<file path="src/rtl/mips_ctrl_pkg.sv">
// Shared definitions for the multicycle MIPS controller: state encodings, opcodes,
// mux-select codes and the decoded control word.
package mips_ctrl_pkg;

  typedef enum logic [3:0] {
    StIdle   = 4'd0,
    StFetch  = 4'd1,
    StDecode = 4'd2,
    StMemAdr = 4'd3,
    StMemRd  = 4'd4,
    StMemWb  = 4'd5,
    StMemWr  = 4'd6,
    StExec   = 4'd7,
    StRwb    = 4'd8,
    StBranch = 4'd9,
    StJump   = 4'd10
  } state_e;

  localparam logic [5:0] OpRtype = 6'b000000;
  localparam logic [5:0] OpLw    = 6'b100011;
  localparam logic [5:0] OpSw    = 6'b101011;
  localparam logic [5:0] OpBeq   = 6'b000100;
  localparam logic [5:0] OpJ     = 6'b000010;

  localparam logic [1:0] AluOpAdd   = 2'b00;
  localparam logic [1:0] AluOpSub   = 2'b01;
  localparam logic [1:0] AluOpFunct = 2'b10;

  localparam logic [1:0] PcSrcAlu    = 2'b00;
  localparam logic [1:0] PcSrcAluOut = 2'b01;
  localparam logic [1:0] PcSrcJump   = 2'b10;

  localparam logic [1:0] SrcBReg      = 2'b00;
  localparam logic [1:0] SrcBFour     = 2'b01;
  localparam logic [1:0] SrcBImm      = 2'b10;
  localparam logic [1:0] SrcBImmShift = 2'b11;

  typedef struct packed {
    logic       pc_write;
    logic       pc_write_cond;
    logic       ior_d;
    logic       mem_read;
    logic       mem_write;
    logic       ir_write;
    logic       mem_to_reg;
    logic       reg_write;
    logic       reg_dst;
    logic       alu_src_a;
    logic [1:0] alu_src_b;
    logic [1:0] alu_op;
    logic [1:0] pc_source;
    logic       instr_done;
  } ctrl_t;

endpackage

</file>
<file path="src/rtl/multicycle_control_if.sv">
// Controller <-> datapath bundle: opcode and memory handshake in, control word out.
interface multicycle_control_if;
  import mips_ctrl_pkg::*;

  logic [5:0] op;
  logic       mem_ready;
  logic       PCWrite;
  logic       PCWriteCond;
  logic       IorD;
  logic       MemRead;
  logic       MemWrite;
  logic       IRWrite;
  logic       MemtoReg;
  logic       RegWrite;
  logic       RegDst;
  logic       ALUSrcA;
  logic [1:0] ALUSrcB;
  logic [1:0] ALUOp;
  logic [1:0] PCSource;
  logic [3:0] state;
  logic       instr_done;
  logic       illegal_op;

  // Controller side.
  modport master (
    input  op, mem_ready,
    output PCWrite, PCWriteCond, IorD, MemRead, MemWrite, IRWrite,
    output MemtoReg, RegWrite, RegDst, ALUSrcA, ALUSrcB, ALUOp, PCSource,
    output state, instr_done, illegal_op
  );

  // Datapath side.
  modport slave (
    output op, mem_ready,
    input  PCWrite, PCWriteCond, IorD, MemRead, MemWrite, IRWrite,
    input  MemtoReg, RegWrite, RegDst, ALUSrcA, ALUSrcB, ALUOp, PCSource,
    input  state, instr_done, illegal_op
  );
endinterface

</file>
<file path="src/rtl/mc_output_decode.sv">
// Combinational state + mem_ready -> control word. Opcode-dependent outputs
// (illegal_op) are added by the parent.
module mc_output_decode
  import mips_ctrl_pkg::*;
(
  input  state_e state,
  input  logic   mem_ready,
  output ctrl_t  ctrl
);

  always_comb begin
    ctrl = '0;
    case (state)
      StFetch: begin
        ctrl.mem_read  = 1'b1;
        ctrl.alu_src_b = SrcBFour;
        ctrl.alu_op    = AluOpAdd;
        ctrl.pc_source = PcSrcAlu;
        // PC+4 and IR load only once the fetch read actually returns.
        ctrl.ir_write  = mem_ready;
        ctrl.pc_write  = mem_ready;
      end
      StDecode: begin
        ctrl.alu_src_b = SrcBImmShift;
        ctrl.alu_op    = AluOpAdd;
      end
      StMemAdr: begin
        ctrl.alu_src_a = 1'b1;
        ctrl.alu_src_b = SrcBImm;
        ctrl.alu_op    = AluOpAdd;
      end
      StMemRd: begin
        ctrl.mem_read = 1'b1;
        ctrl.ior_d    = 1'b1;
      end
      StMemWb: begin
        ctrl.mem_to_reg = 1'b1;
        ctrl.reg_write  = 1'b1;
        ctrl.instr_done = 1'b1;
      end
      StMemWr: begin
        ctrl.mem_write  = 1'b1;
        ctrl.ior_d      = 1'b1;
        ctrl.instr_done = mem_ready;
      end
      StExec: begin
        ctrl.alu_src_a = 1'b1;
        ctrl.alu_src_b = SrcBReg;
        ctrl.alu_op    = AluOpFunct;
      end
      StRwb: begin
        ctrl.reg_dst    = 1'b1;
        ctrl.reg_write  = 1'b1;
        ctrl.instr_done = 1'b1;
      end
      StBranch: begin
        ctrl.alu_src_a     = 1'b1;
        ctrl.alu_src_b     = SrcBReg;
        ctrl.alu_op        = AluOpSub;
        ctrl.pc_write_cond = 1'b1;
        ctrl.pc_source     = PcSrcAluOut;
        ctrl.instr_done    = 1'b1;
      end
      StJump: begin
        ctrl.pc_write   = 1'b1;
        ctrl.pc_source  = PcSrcJump;
        ctrl.instr_done = 1'b1;
      end
      default: ctrl = '0;
    endcase
  end

endmodule

</file>
<file path="src/rtl/multicycle_control.sv">
// Multicycle MIPS main controller: state register, opcode hold register and
// next-state logic; the control word comes from mc_output_decode.
module multicycle_control
  import mips_ctrl_pkg::*;
#(
  parameter bit SUPPORT_JUMP = 1'b1
) (
  input  logic                 clk,
  input  logic                 rst_n,
  multicycle_control_if.master bus
);

  state_e     state_q, state_d;
  logic [5:0] op_q;
  logic       illegal;
  ctrl_t      ctrl;

  always_ff @(posedge clk or negedge rst_n) begin
    if (!rst_n) begin
      state_q <= StIdle;
      op_q    <= '0;
    end else begin
      state_q <= state_d;
      // The instruction register may change after DECODE; MEMADR needs the original op.
      if (state_q == StDecode) op_q <= bus.op;
    end
  end

  always_comb begin
    state_d = state_q;
    illegal = 1'b0;
    case (state_q)
      StIdle:   state_d = StFetch;
      StFetch:  if (bus.mem_ready) state_d = StDecode;
      StDecode: begin
        case (bus.op)
          OpRtype:     state_d = StExec;
          OpLw, OpSw:  state_d = StMemAdr;
          OpBeq:       state_d = StBranch;
          OpJ: begin
            if (SUPPORT_JUMP) begin
              state_d = StJump;
            end else begin
              illegal = 1'b1;
              state_d = StFetch;
            end
          end
          default: begin
            illegal = 1'b1;
            state_d = StFetch;
          end
        endcase
      end
      StMemAdr: begin
        if (op_q == OpLw)      state_d = StMemRd;
        else if (op_q == OpSw) state_d = StMemWr;
        else                   state_d = StIdle;
      end
      StMemRd:  if (bus.mem_ready) state_d = StMemWb;
      StMemWb:  state_d = StFetch;
      StMemWr:  if (bus.mem_ready) state_d = StFetch;
      StExec:   state_d = StRwb;
      StRwb:    state_d = StFetch;
      StBranch: state_d = StFetch;
      StJump:   state_d = StFetch;
      default:  state_d = StIdle;
    endcase
  end

  mc_output_decode u_output_decode (
    .state     (state_q),
    .mem_ready (bus.mem_ready),
    .ctrl      (ctrl)
  );

  assign bus.PCWrite     = ctrl.pc_write;
  assign bus.PCWriteCond = ctrl.pc_write_cond;
  assign bus.IorD        = ctrl.ior_d;
  assign bus.MemRead     = ctrl.mem_read;
  assign bus.MemWrite    = ctrl.mem_write;
  assign bus.IRWrite     = ctrl.ir_write;
  assign bus.MemtoReg    = ctrl.mem_to_reg;
  assign bus.RegWrite    = ctrl.reg_write;
  assign bus.RegDst      = ctrl.reg_dst;
  assign bus.ALUSrcA     = ctrl.alu_src_a;
  assign bus.ALUSrcB     = ctrl.alu_src_b;
  assign bus.ALUOp       = ctrl.alu_op;
  assign bus.PCSource    = ctrl.pc_source;
  assign bus.state       = state_q;
  assign bus.instr_done  = ctrl.instr_done | illegal;
  assign bus.illegal_op  = illegal;

endmodule

</file>
<file path="src/flat_wrapper.sv">
// flat-port wrapper written by rule: the top's interface ports become plain ports
module multicycle_control_flat import mips_ctrl_pkg::*;
#(
  parameter bit SUPPORT_JUMP = 1'b1
)
  (clk, rst_n, bus_op, bus_mem_ready, bus_PCWrite, bus_PCWriteCond, bus_IorD, bus_MemRead, bus_MemWrite, bus_IRWrite, bus_MemtoReg, bus_RegWrite, bus_RegDst, bus_ALUSrcA, bus_ALUSrcB, bus_ALUOp, bus_PCSource, bus_state, bus_instr_done, bus_illegal_op);
  multicycle_control_if bus_i ();
  input  logic clk;
  input  logic rst_n;
  input wire logic [$bits(bus_i.op)-1:0] bus_op;
  input wire logic [$bits(bus_i.mem_ready)-1:0] bus_mem_ready;
  output wire logic [$bits(bus_i.PCWrite)-1:0] bus_PCWrite;
  output wire logic [$bits(bus_i.PCWriteCond)-1:0] bus_PCWriteCond;
  output wire logic [$bits(bus_i.IorD)-1:0] bus_IorD;
  output wire logic [$bits(bus_i.MemRead)-1:0] bus_MemRead;
  output wire logic [$bits(bus_i.MemWrite)-1:0] bus_MemWrite;
  output wire logic [$bits(bus_i.IRWrite)-1:0] bus_IRWrite;
  output wire logic [$bits(bus_i.MemtoReg)-1:0] bus_MemtoReg;
  output wire logic [$bits(bus_i.RegWrite)-1:0] bus_RegWrite;
  output wire logic [$bits(bus_i.RegDst)-1:0] bus_RegDst;
  output wire logic [$bits(bus_i.ALUSrcA)-1:0] bus_ALUSrcA;
  output wire logic [$bits(bus_i.ALUSrcB)-1:0] bus_ALUSrcB;
  output wire logic [$bits(bus_i.ALUOp)-1:0] bus_ALUOp;
  output wire logic [$bits(bus_i.PCSource)-1:0] bus_PCSource;
  output wire logic [$bits(bus_i.state)-1:0] bus_state;
  output wire logic [$bits(bus_i.instr_done)-1:0] bus_instr_done;
  output wire logic [$bits(bus_i.illegal_op)-1:0] bus_illegal_op;
  assign bus_i.op = bus_op;
  assign bus_i.mem_ready = bus_mem_ready;
  assign bus_PCWrite = bus_i.PCWrite;
  assign bus_PCWriteCond = bus_i.PCWriteCond;
  assign bus_IorD = bus_i.IorD;
  assign bus_MemRead = bus_i.MemRead;
  assign bus_MemWrite = bus_i.MemWrite;
  assign bus_IRWrite = bus_i.IRWrite;
  assign bus_MemtoReg = bus_i.MemtoReg;
  assign bus_RegWrite = bus_i.RegWrite;
  assign bus_RegDst = bus_i.RegDst;
  assign bus_ALUSrcA = bus_i.ALUSrcA;
  assign bus_ALUSrcB = bus_i.ALUSrcB;
  assign bus_ALUOp = bus_i.ALUOp;
  assign bus_PCSource = bus_i.PCSource;
  assign bus_state = bus_i.state;
  assign bus_instr_done = bus_i.instr_done;
  assign bus_illegal_op = bus_i.illegal_op;
  multicycle_control #(.SUPPORT_JUMP(SUPPORT_JUMP)) u_core (.clk(clk), .rst_n(rst_n), .bus(bus_i));
endmodule
</file>
<file path="config.mk">
export PLATFORM = sky130hd
export DESIGN_NAME = multicycle_control_flat
export DESIGN_NICKNAME = d
export VERILOG_FILES = /design/src/rtl/mips_ctrl_pkg.sv /design/src/rtl/multicycle_control_if.sv /design/src/rtl/mc_output_decode.sv /design/src/rtl/multicycle_control.sv /design/src/flat_wrapper.sv
export SDC_FILE = /design/constraint.sdc
export NUM_CORES = 1
export LEC_CHECK = 0
export CORE_UTILIZATION = 38
export CTS_CLUSTER_DIAMETER = 150
export DETAILED_ROUTE_END_ITERATION = 8
export PLACE_DENSITY = 0.81
export REMOVE_ABC_BUFFERS = 1
export SLEW_MARGIN = 20
export SYNTH_ARGS = -nofsm -noshare
export SYNTH_HDL_FRONTEND = slang
export SYNTH_SLANG_ARGS = --single-unit
</file>
<file path="constraint.sdc">
create_clock -name clk -period 1.3 [get_ports clk]
set_input_delay 0.13 -clock clk [delete_from_list [all_inputs] [get_ports clk]]
set_output_delay 0.13 -clock clk [all_outputs]
set_load 0.03 [all_outputs]
</file>
==> results.ini, run 1 <==
[place]
dp_hpwl_mm=1.589
io_buffers=30
gp_congestion=0.7652

[logic_synthesis]
synth-main-ff-cell=dfrtp_1
synth_cell_type_count=36
ys_ff_latch=10
ys_warn_count=0
syn-cell-area_um2=767.0
synth_area_leaders=dfrtp_1 33%, nor2_1 8.8%, mux2_2 8.8%, and3_1 3.3%, buf_2 3.3%
synth_edf_count=0
synth_seq_area_share=0.3263
synth_top_area_cell=dfrtp_1
synthArstFlopShare=1.000
syn_inst=90
yosysTopAreaCellShare=0.3263
syn_area_per_cell_um2=8.522

[timing]
whs_ns=0.1844
min_period_over_period=1.241
finalWorstSetupSlack_ns=-0.3127
clock.fmax_ghz=0.6201
period_needed_ns=1.613
final_max_slew_viol_count=0
clock_skew_ns=0.01444
setup_viol=27
worstMarginPinSlew_ns=0.4705
maxSlewHeadroom=0.6854
hold_violations=0
setup_tns_ns=-5.534
rsz0062_at_grt=true

[cts]
clock_path_buffers=2
numCtsBuffers=3
clk_root_buffer_cell=clkbuf_4
cts_tree=built
clock_latency_ns=0.26
clock-sinks=10
path_clk_slew_ns=0.08
htree_num_levels=1

[run_status]
violations=negative setup slack
outcome=finished, violations left

[power]
power_mw=2.861
p_leak_nw=0.6845
ir_drop_v=0.001510
p_per_area_nw_per_um2=1882

[floorplanning]
fp.dieH_um=46.93
die_w_um=46.93
initial_core_util=0.4257
die_area_um2=2202
rows=15
core_area_um2=1802
ios=31

[critical_path]
critPathKind=reg -> out
rr_worst_depth=6
crit_arrival_ns=1.48
end_kind=output pin
cp.required_ns=1.17
max_stage_delay_ns=0.46
rr_startpoint=u_core.bus.state[1]
timing.critical_path.fanout_max=6
cp_slowest_cell=dfrtp_2
rrSetupSlack_ns=-0.22
rr_endpoint=u_core.op_q[5]
worstPathCellList=inv_1, nor2_2, a311oi_2, o31ai_2, buf_4
critPathLaunchType=flop

[detailed_routing]
routedWlPerCell_um=15.21
drt_first_pass_iters=4
vias=927
ant_nets=0
wl_mm=2.693
drtIter0Drc=29
vias_per_cell=5.237
drc=0

[grt]
grt-busiest-layer=met2
grt_use_met3=0.01923
grt_usage=0.2183
grt_pass1_vias=848
met2_usage=0.4306
grt_use_met1=0.2376
overflow=0
antenna_found_initial=0
grt_pass1_wl_mm=3.498
grt_start_max_net_pins=13

[cells_and_area]
regArea_um2=254.0
layout-drive-gt1-share=0.6513
area_growth_pct=98.21
nets=162
diodes=0
post-route-util=0.8438
multi_input_area_um2=604.3
fillers=96

[run]
cap_violations=0

[hold_path]
worst_hold_path_type=in -> async

layer usage:
layer,wire length (um),part of all wire
met2,1325,0.49
met3,184,0.068
met5,0,0
met1,1098,0.41
met4,85,0.032
final cells by class:
type / instances / area share
clock buffer: 4 / 0.02387
tap: 25 / 0.02058
multi-input combinational: 72 / 0.3975
timing repair buffer: 65 / 0.3885
sequential: 10 / 0.1671
inverter: 1 / 0.002469
worst max-delay path by stage:
stage | startpoint | endpoint | slack, ns | cells past startpoint
2_1_floorplan | u_core.bus.state[0] | bus_instr_done | -0.74 | 4
3_3_place_gp | bus_op[1] | bus_instr_done | -0.17 | 6
3_5_place_dp | bus_op[1] | bus_instr_done | -0.22 | 6
4_1_cts | u_core.bus.state[3] | bus_instr_done | -0.26 | 5
5_1_grt | u_core.bus.state[2] | bus_instr_done | -0.39 | 5
6_report | u_core.bus.state[2] | bus_instr_done | -0.31 | 5
power by group:
| group | switching (mW) | internal (mW) | total [mW] |
|---|---|---|---|
| registers | 0.105 | 0.445 | 0.551 |
| clock network | 0.107 | 0.170 | 0.276 |
| logic | 0.999 | 1.03 | 2.03 |
flip-flops by register name (all words and copies together), names as in the netlist:
register / count
u_core.bus.state: 4
u_core.op_q: 6
what timing repair did:
| action | 4_1_cts | 5_1_grt |
|---|---|---|
| endpoints found under the setup margin | 26 | 28 |
| hold buffers | 0 | 0 |
| resized for setup | 33 | 23 |
| pin swaps | 4 | 3 |
| setup buffers | 5 | 6 |
kinds of logic (layout without fill, tap and decap cells):
kind of cell           after synthesis  in the layout  synth area share
AND/OR/NAND/NOR                     46             46            0.3311
AO/OA/AOI/OAI                       17             17            0.1664
XOR/XNOR                             2              2           0.02284
buffers and inverters                8             70           0.05219
multiplexers                         7              7            0.1011
flip-flops                          10             10            0.3263
Yosys cell counts (2+ instances only):
cell type / instances
nand3_1: 2
nor3_1: 4
and3_1: 4
nor2_1: 18
o21ai_0: 3
and2_1: 2
nand2_1: 4
xnor2_1: 2
nor2b_1: 4
buf_2: 5
a21oi_1: 2
dfrtp_1: 10
mux2_2: 6
nand2b_1: 2
placed cells by master, fill, tap and decap left out, types with 2 or more instances in the layout:
cell              n
and3_1            4
buf_4            35
buf_6            22
clkbuf_4          3
clkdlybuf4s50_1   8
dfrtp_1           7
dfrtp_2           3
mux2_2            6
nand2_1           3
nand2b_4          3
nand3_1           2
nor2_1            9
nor2_2            4
nor2_4            5
nor2b_1           2
nor3_2            3
o21ai_0           2
critical path: cells and delay by family (launching register included):
family / cells / cell delay [ns]
AOI/OAI and AO/OA: 2 / 0.39
DFF: 1 / 0.46
buffers and inverters: 2 / 0.29
and+or+nand+nor: 1 / 0.07
stage by stage:
step | worst slack (ns) | instances | cell area, um^2
floorplan | -0.7399 | 83 | 730.7
global placement | -0.1686 | 163 | 1195
detailed placement | -0.2190 | 163 | 1195
CTS | -0.2647 | 171 | 1378
global route | -0.3865 | 177 | 1520
finish | -0.3127 | 177 | 1520
Power figures use the tool's default switching activity.
==> inputs of run 2 (changes only) <==
- GPL_TIMING_DRIVEN: not set -> 0
- SLEW_MARGIN: 20 -> 15
==> run 2 against run 1 <==
  * The flow still finishes with violations (negative setup slack)
  * Cell count is 4.0% lower
  * Setup slack worse by 0.088 ns
  * Design area is 7.0% lower
  * Worst hold slack worse by 0.0094 ns
  * Clock-buffer cell count stayed put
  * Global-route usage is 0.52 points higher
  * Combinational power is 9% lower
  * First-iteration DRC count is 28% lower
  * Flip-flop and latch count stayed put
  * Critical path type unchanged
  * Highest routed layer unchanged
==> results.ini, run 2 (same netlist as run 1, synthesis figures left out) <==
[run_status]
outcome=finished, violations left
violations=negative setup slack

[timing]
setup_tns_ns=-6.112
min_period_over_period=1.308
clock_skew_ns=0.002412
final_max_slew_viol_count=0
clock.fmax_ghz=0.5880
period_needed_ns=1.701
rsz0062_at_grt=true
worstMarginPinSlew_ns=0.4545
finalWorstSetupSlack_ns=-0.4006
setup_viol=29
maxSlewHeadroom=0.6960
hold_violations=0

[cells_and_area]
multi_input_area_um2=583.1
finalInstanceArea_um2=1414
regArea_um2=255.2
fillers=120
diodes=0
area_growth_pct=84.34
final_common_cell=buf_4
largest_register_ffs=6
top_register=u_core.op_q
layout-drive-gt1-share=0.5931
final_cell_mix=31 x buf_4, 15 x buf_6, 11 x nor2_1
nets=155

[cts]
htree_num_levels=1
clock_latency_ns=0.27
path_clk_slew_ns=0.07
clock_path_buffers=2
ctsHoldBuffers=0
clk_root_buffer_cell=clkbuf_4
clock-sinks=10
cts_tree=built
numCtsBuffers=3

[detailed_routing]
drc=0
routedWlPerCell_um=14.26
drt_first_pass_iters=4
drtIter0Drc=21
ant_nets=0
vias=903
wl_mm=2.425
vias_per_cell=5.312

[critical_path]
crit_arrival_ns=1.57
critPathKind=reg -> out
critPathLaunchType=flop
max_stage_delay_ns=0.45
end_kind=output pin
crit_top_cell=buf_4
cp_slowest_cell=dfrtp_2
cpLargestDelayFamily=flip-flops
timing.critical_path.fanout_max=5
cp.required_ns=1.17
worstPathCellList=buf_4, buf_6, nor2_4, nand2_2, o22ai_1, buf_4
worst-path-buf-inv=3

[floorplanning]
die_area_um2=2202
core_area_um2=1802
rows=15
initial_core_util=0.4257
ios=31
fp.dieH_um=46.93
die_w_um=46.93

[run]
cap_violations=0

[power]
ir_drop_v=0.001108
p_per_area_nw_per_um2=1882
p_leak_nw=0.6666
power_mw=2.661

[place]
dp_hpwl_mm=1.291
placement.cell_area_um2=1062
gp_congestion=0.7484
place_ws_ns=-0.8890
io_buffers=30

[grt]
antenna_found_initial=0
grt_usage=0.2235
grt_pass1_vias=815
overflow=0
grt_start_max_net_pins=11
grt_pass1_wl_mm=3.512

[hold_path]
worst_hold_path_type=in -> async

==> run 2: cell types whose count changed in the layout (fill, tap and decap cells not counted), sizes merged <==
cell	previous run	this run
buf	57	49
clkbuf	4	5
clkdlybuf4s50	8	7
dlymetal6s2s	0	1
==> run 2: cell type report <==
class | count | area share
repair buffers | 58 | 0.3566
well taps | 25 | 0.02212
inverters | 1 | 0.002655
clock buffers | 4 | 0.02566
multi-input cells | 72 | 0.4124
flip-flops and latches | 10 | 0.1805
==> run 2: timing repair <==
action,CTS,global route
setup endpoints to repair,32,31
pin swaps,8,5
gates resized for setup,148,39
endpoints found under the hold margin,0,0
buffers inserted,20,10
==> run 2: report_power, final <==
group | total, mW | internal, mW | leakage [nW] | switching (mW)
Combinational | 1.84 | 0.901 | 0.529 | 0.934
Clock | 0.280 | 0.170 | 0.0210 | 0.109
Sequential | 0.546 | 0.449 | 0.117 | 0.0974
==> run 2: per-stage QoR <==
step / util / hold slack (ns) / std cells
final: 0.7847 / 0.1751 / 170
after global routing: 0.7847 / 0.1988 / 170
after CTS: 0.7125 / 0.1832 / 162
after detailed placement: 0.5896 / 0.4730 / 138
after global placement: 0.5896 / 0.4689 / 138
after floorplan: - / -0.1656 / 83
==> run 2: final timing paths <==
check / start / to / slack [ns] / cells after the start
max in group asynchronous: rst_n / u_core.bus.state[3] / 0.79 / 1
worst min-delay path: rst_n / u_core.op_q[0] / 0.18 / 1
worst min register to register: u_core.op_q[1] / u_core.op_q[1] / 0.50 / 1
worst max-delay path: u_core.bus.state[3] / bus_PCWrite / -0.40 / 6
worst max register to register: u_core.bus.state[0] / u_core.op_q[2] / -0.24 / 5
min in group clk: bus_op[1] / u_core.op_q[1] / 0.33 / 2
==> run 2: metal layers <==
metal  part of all wire  GRT usage
met3              0.058    0.02692
met5                  0          0
met1               0.41     0.2679
met4              0.014    0.09143
met2               0.51     0.4028
==> inputs of run 3 (changes only) <==
- GPL_TIMING_DRIVEN: 0 -> not set
- PLACE_DENSITY: 0.81 -> 0.75
==> run 3 against run 2 <==
  * Global-route usage up 3.8 points
  * Setup slack lost 0.14 ns
  * Via count rose by 31%
  * Worst hold slack got worse by 0.0062 ns
  * Non-clock buffer count increased by 18
  * Clock power is 27% lower
  * Total power rose by 22%
  * The flow still finishes with violations (negative setup slack)
  * Clock skew rose by 0.0052 ns
  * First-iteration DRC count grew to 3.2 times the previous value
  * Largest cell class is now non-clock buffers
  * Core utilization increased by 15 points
  * Clock-buffer cell count decreased by 1
  * Combinational power increased by 35%
==> results.ini, run 3 (same netlist as run 1, synthesis figures left out) <==
[place]
io_buffers=30
placement.cell_area_um2=1175
dp_hpwl_mm=1.531
gp_congestion=0.7955
place_inst=160

[power]
ir_drop_v=0.001496
pwr-share-clk=0.063
p_leak_nw=0.7766
p_per_area_nw_per_um2=1926
p_seq_frac=0.168
cell_internal_pwr_mw=1.741
netSwitchingFraction=0.4626
switching_power_mw=1.499
combPwrFrac=0.768

[critical_path]
cpLargestDelayFamily=buffers and inverters
timing.critical_path.fanout_max=6
cp.depth=6
end_kind=output pin
rr_endpoint=u_core.bus.state[1]
cp_slowest_cell=dfrtp_1
rrSetupSlack_ns=-0.47
critPathKind=reg -> out
worstPathCellList=buf_6, buf_4, buf_6, xnor2_1, nor3_1, buf_4
critPathLaunchType=flop
crit_start=u_core.bus.state[2]
cp.required_ns=1.17
max_stage_delay_ns=0.41
rr_startpoint=u_core.bus.state[0]
crit_arrival_ns=1.71
worst-path-buf-inv=4
crit_path_end=bus_MemRead
rr_worst_depth=7

[cts]
ctsHoldBuffers=0
htree_num_levels=1
clock_latency_ns=0.27
cts_tree=built
path_clk_slew_ns=0.06
clk_root_buffer_cell=clkbuf_4
numCtsBuffers=3
clock-sinks=10
clock_path_buffers=2

[cells_and_area]
final_cell_mix=36 x buf_4, 30 x buf_6, 10 x nor2_4, 10 x dfrtp_1
layout.cells.non_filler=187
top_register=u_core.op_q
finalInstanceArea_um2=1682
nets=173
layout-drive-gt1-share=0.6481
area_growth_pct=119.2
diodes=0
largest_register_ffs=6
final_common_cell=buf_4

[timing]
clock.fmax_ghz=0.5427
setup_tns_ns=-8.600
finalWorstSetupSlack_ns=-0.5427
hold_violations=0
worstMarginPinSlew_ns=0.4411
maxSlewHeadroom=0.7050
setup_viol=29
rsz0062_at_grt=true
final_max_slew_viol_count=0
clock_skew_ns=0.007606
period_needed_ns=1.843
min_period_over_period=1.417

[floorplanning]
core_area_um2=1802
die_area_um2=2202
rows=15
die_w_um=46.93
ios=31
initial_core_util=0.4257
fp.dieH_um=46.93

[grt]
grt_pass1_wl_mm=4.008
grt_usage=0.2612
grt_pass1_vias=929
grt_start_max_net_pins=11
antenna_found_initial=0
overflow=0

[detailed_routing]
vias=1182
wl_mm=4.477
vias_per_cell=6.321
ant_nets=0
routedWlPerCell_um=23.94
drt_first_pass_iters=4
drtIter0Drc=67
drc=0

[run]
cap_violations=0

[run_status]
outcome=finished, violations left
violations=negative setup slack

[hold_path]
worst_hold_path_type=in -> async

run 3: what timing repair did:
item	CTS	global route
gates cloned	0	0
setup endpoints to repair	23	28
resized for setup	39	44
setup buffers	17	10
pin swaps	7	11
run 3: worst min-delay path by stage:
| stage | to | slack, ns | cells after the start |
|---|---|---|---|
| after floorplan | u_core.bus.state[0] | -0.17 | 0 |
| after global placement | u_core.op_q[2] | 0.47 | 1 |
| after detailed placement | u_core.op_q[2] | 0.47 | 1 |
| after CTS | u_core.op_q[1] | 0.18 | 1 |
| final | u_core.op_q[2] | 0.17 | 1 |
| after global routing | u_core.bus.state[2] | 0.21 | 1 |
run 3: cell type report:
type | count | area (um^2)
fill | 55 | 120.1
multi-input combinational | 72 | 650.6
inverter | 1 | 3.754
sequential | 10 | 250.2
clock buffer | 3 | 22.52
timing repair buffer | 76 | 723.2
tap | 25 | 31.28
run 3: stage by stage:
| step | total power, mW | hold WS, ns | util | setup WS [ns] |
|---|---|---|---|---|
| 3_5_place_dp | 2.004 | 0.4708 | 0.6521 | -0.5748 |
| 2_1_floorplan | 1.435 | -0.1656 | - | -0.7399 |
| 6_report | 3.239 | 0.1689 | 0.9333 | -0.5427 |
| 5_1_grt | 3.312 | 0.2073 | 0.9333 | -0.5290 |
| 4_1_cts | 2.660 | 0.1850 | 0.8111 | -0.3222 |
| 3_3_place_gp | 1.985 | 0.4687 | 0.6521 | -0.5675 |
run 3: power groups by stage:
stage	sequential, mW	combinational (mW)	clock [mW]
2_1_floorplan	0.658	0.778	0
4_1_cts	0.515	1.93	0.213
6_report	0.545	2.49	0.205
3_5_place_dp	0.525	1.48	0
5_1_grt	0.550	2.54	0.225
3_3_place_gp	0.520	1.47	0
run 3: worst reg2reg max path: cells and delay by family, from the launching register on:
kind | cells | cell delay, ns
and+or+nand+nor | 2 | 0.30
buffers and inverters | 3 | 0.45
DFF | 1 | 0.40
AOI/OAI and AO/OA | 2 | 0.49
run 3: metal layers:
layer | part of all wire | wire length [um] | up-vias | track usage
li1 | - | - | 469 | -
met1 | 0.36 | 1610 | 558 | 0.2566
met2 | 0.46 | 2042 | 114 | 0.4917
met3 | 0.10 | 460 | 41 | 0.05385
met4 | 0.081 | 364 | 0 | 0.1657
met5 | 0 | 0 | - | 0
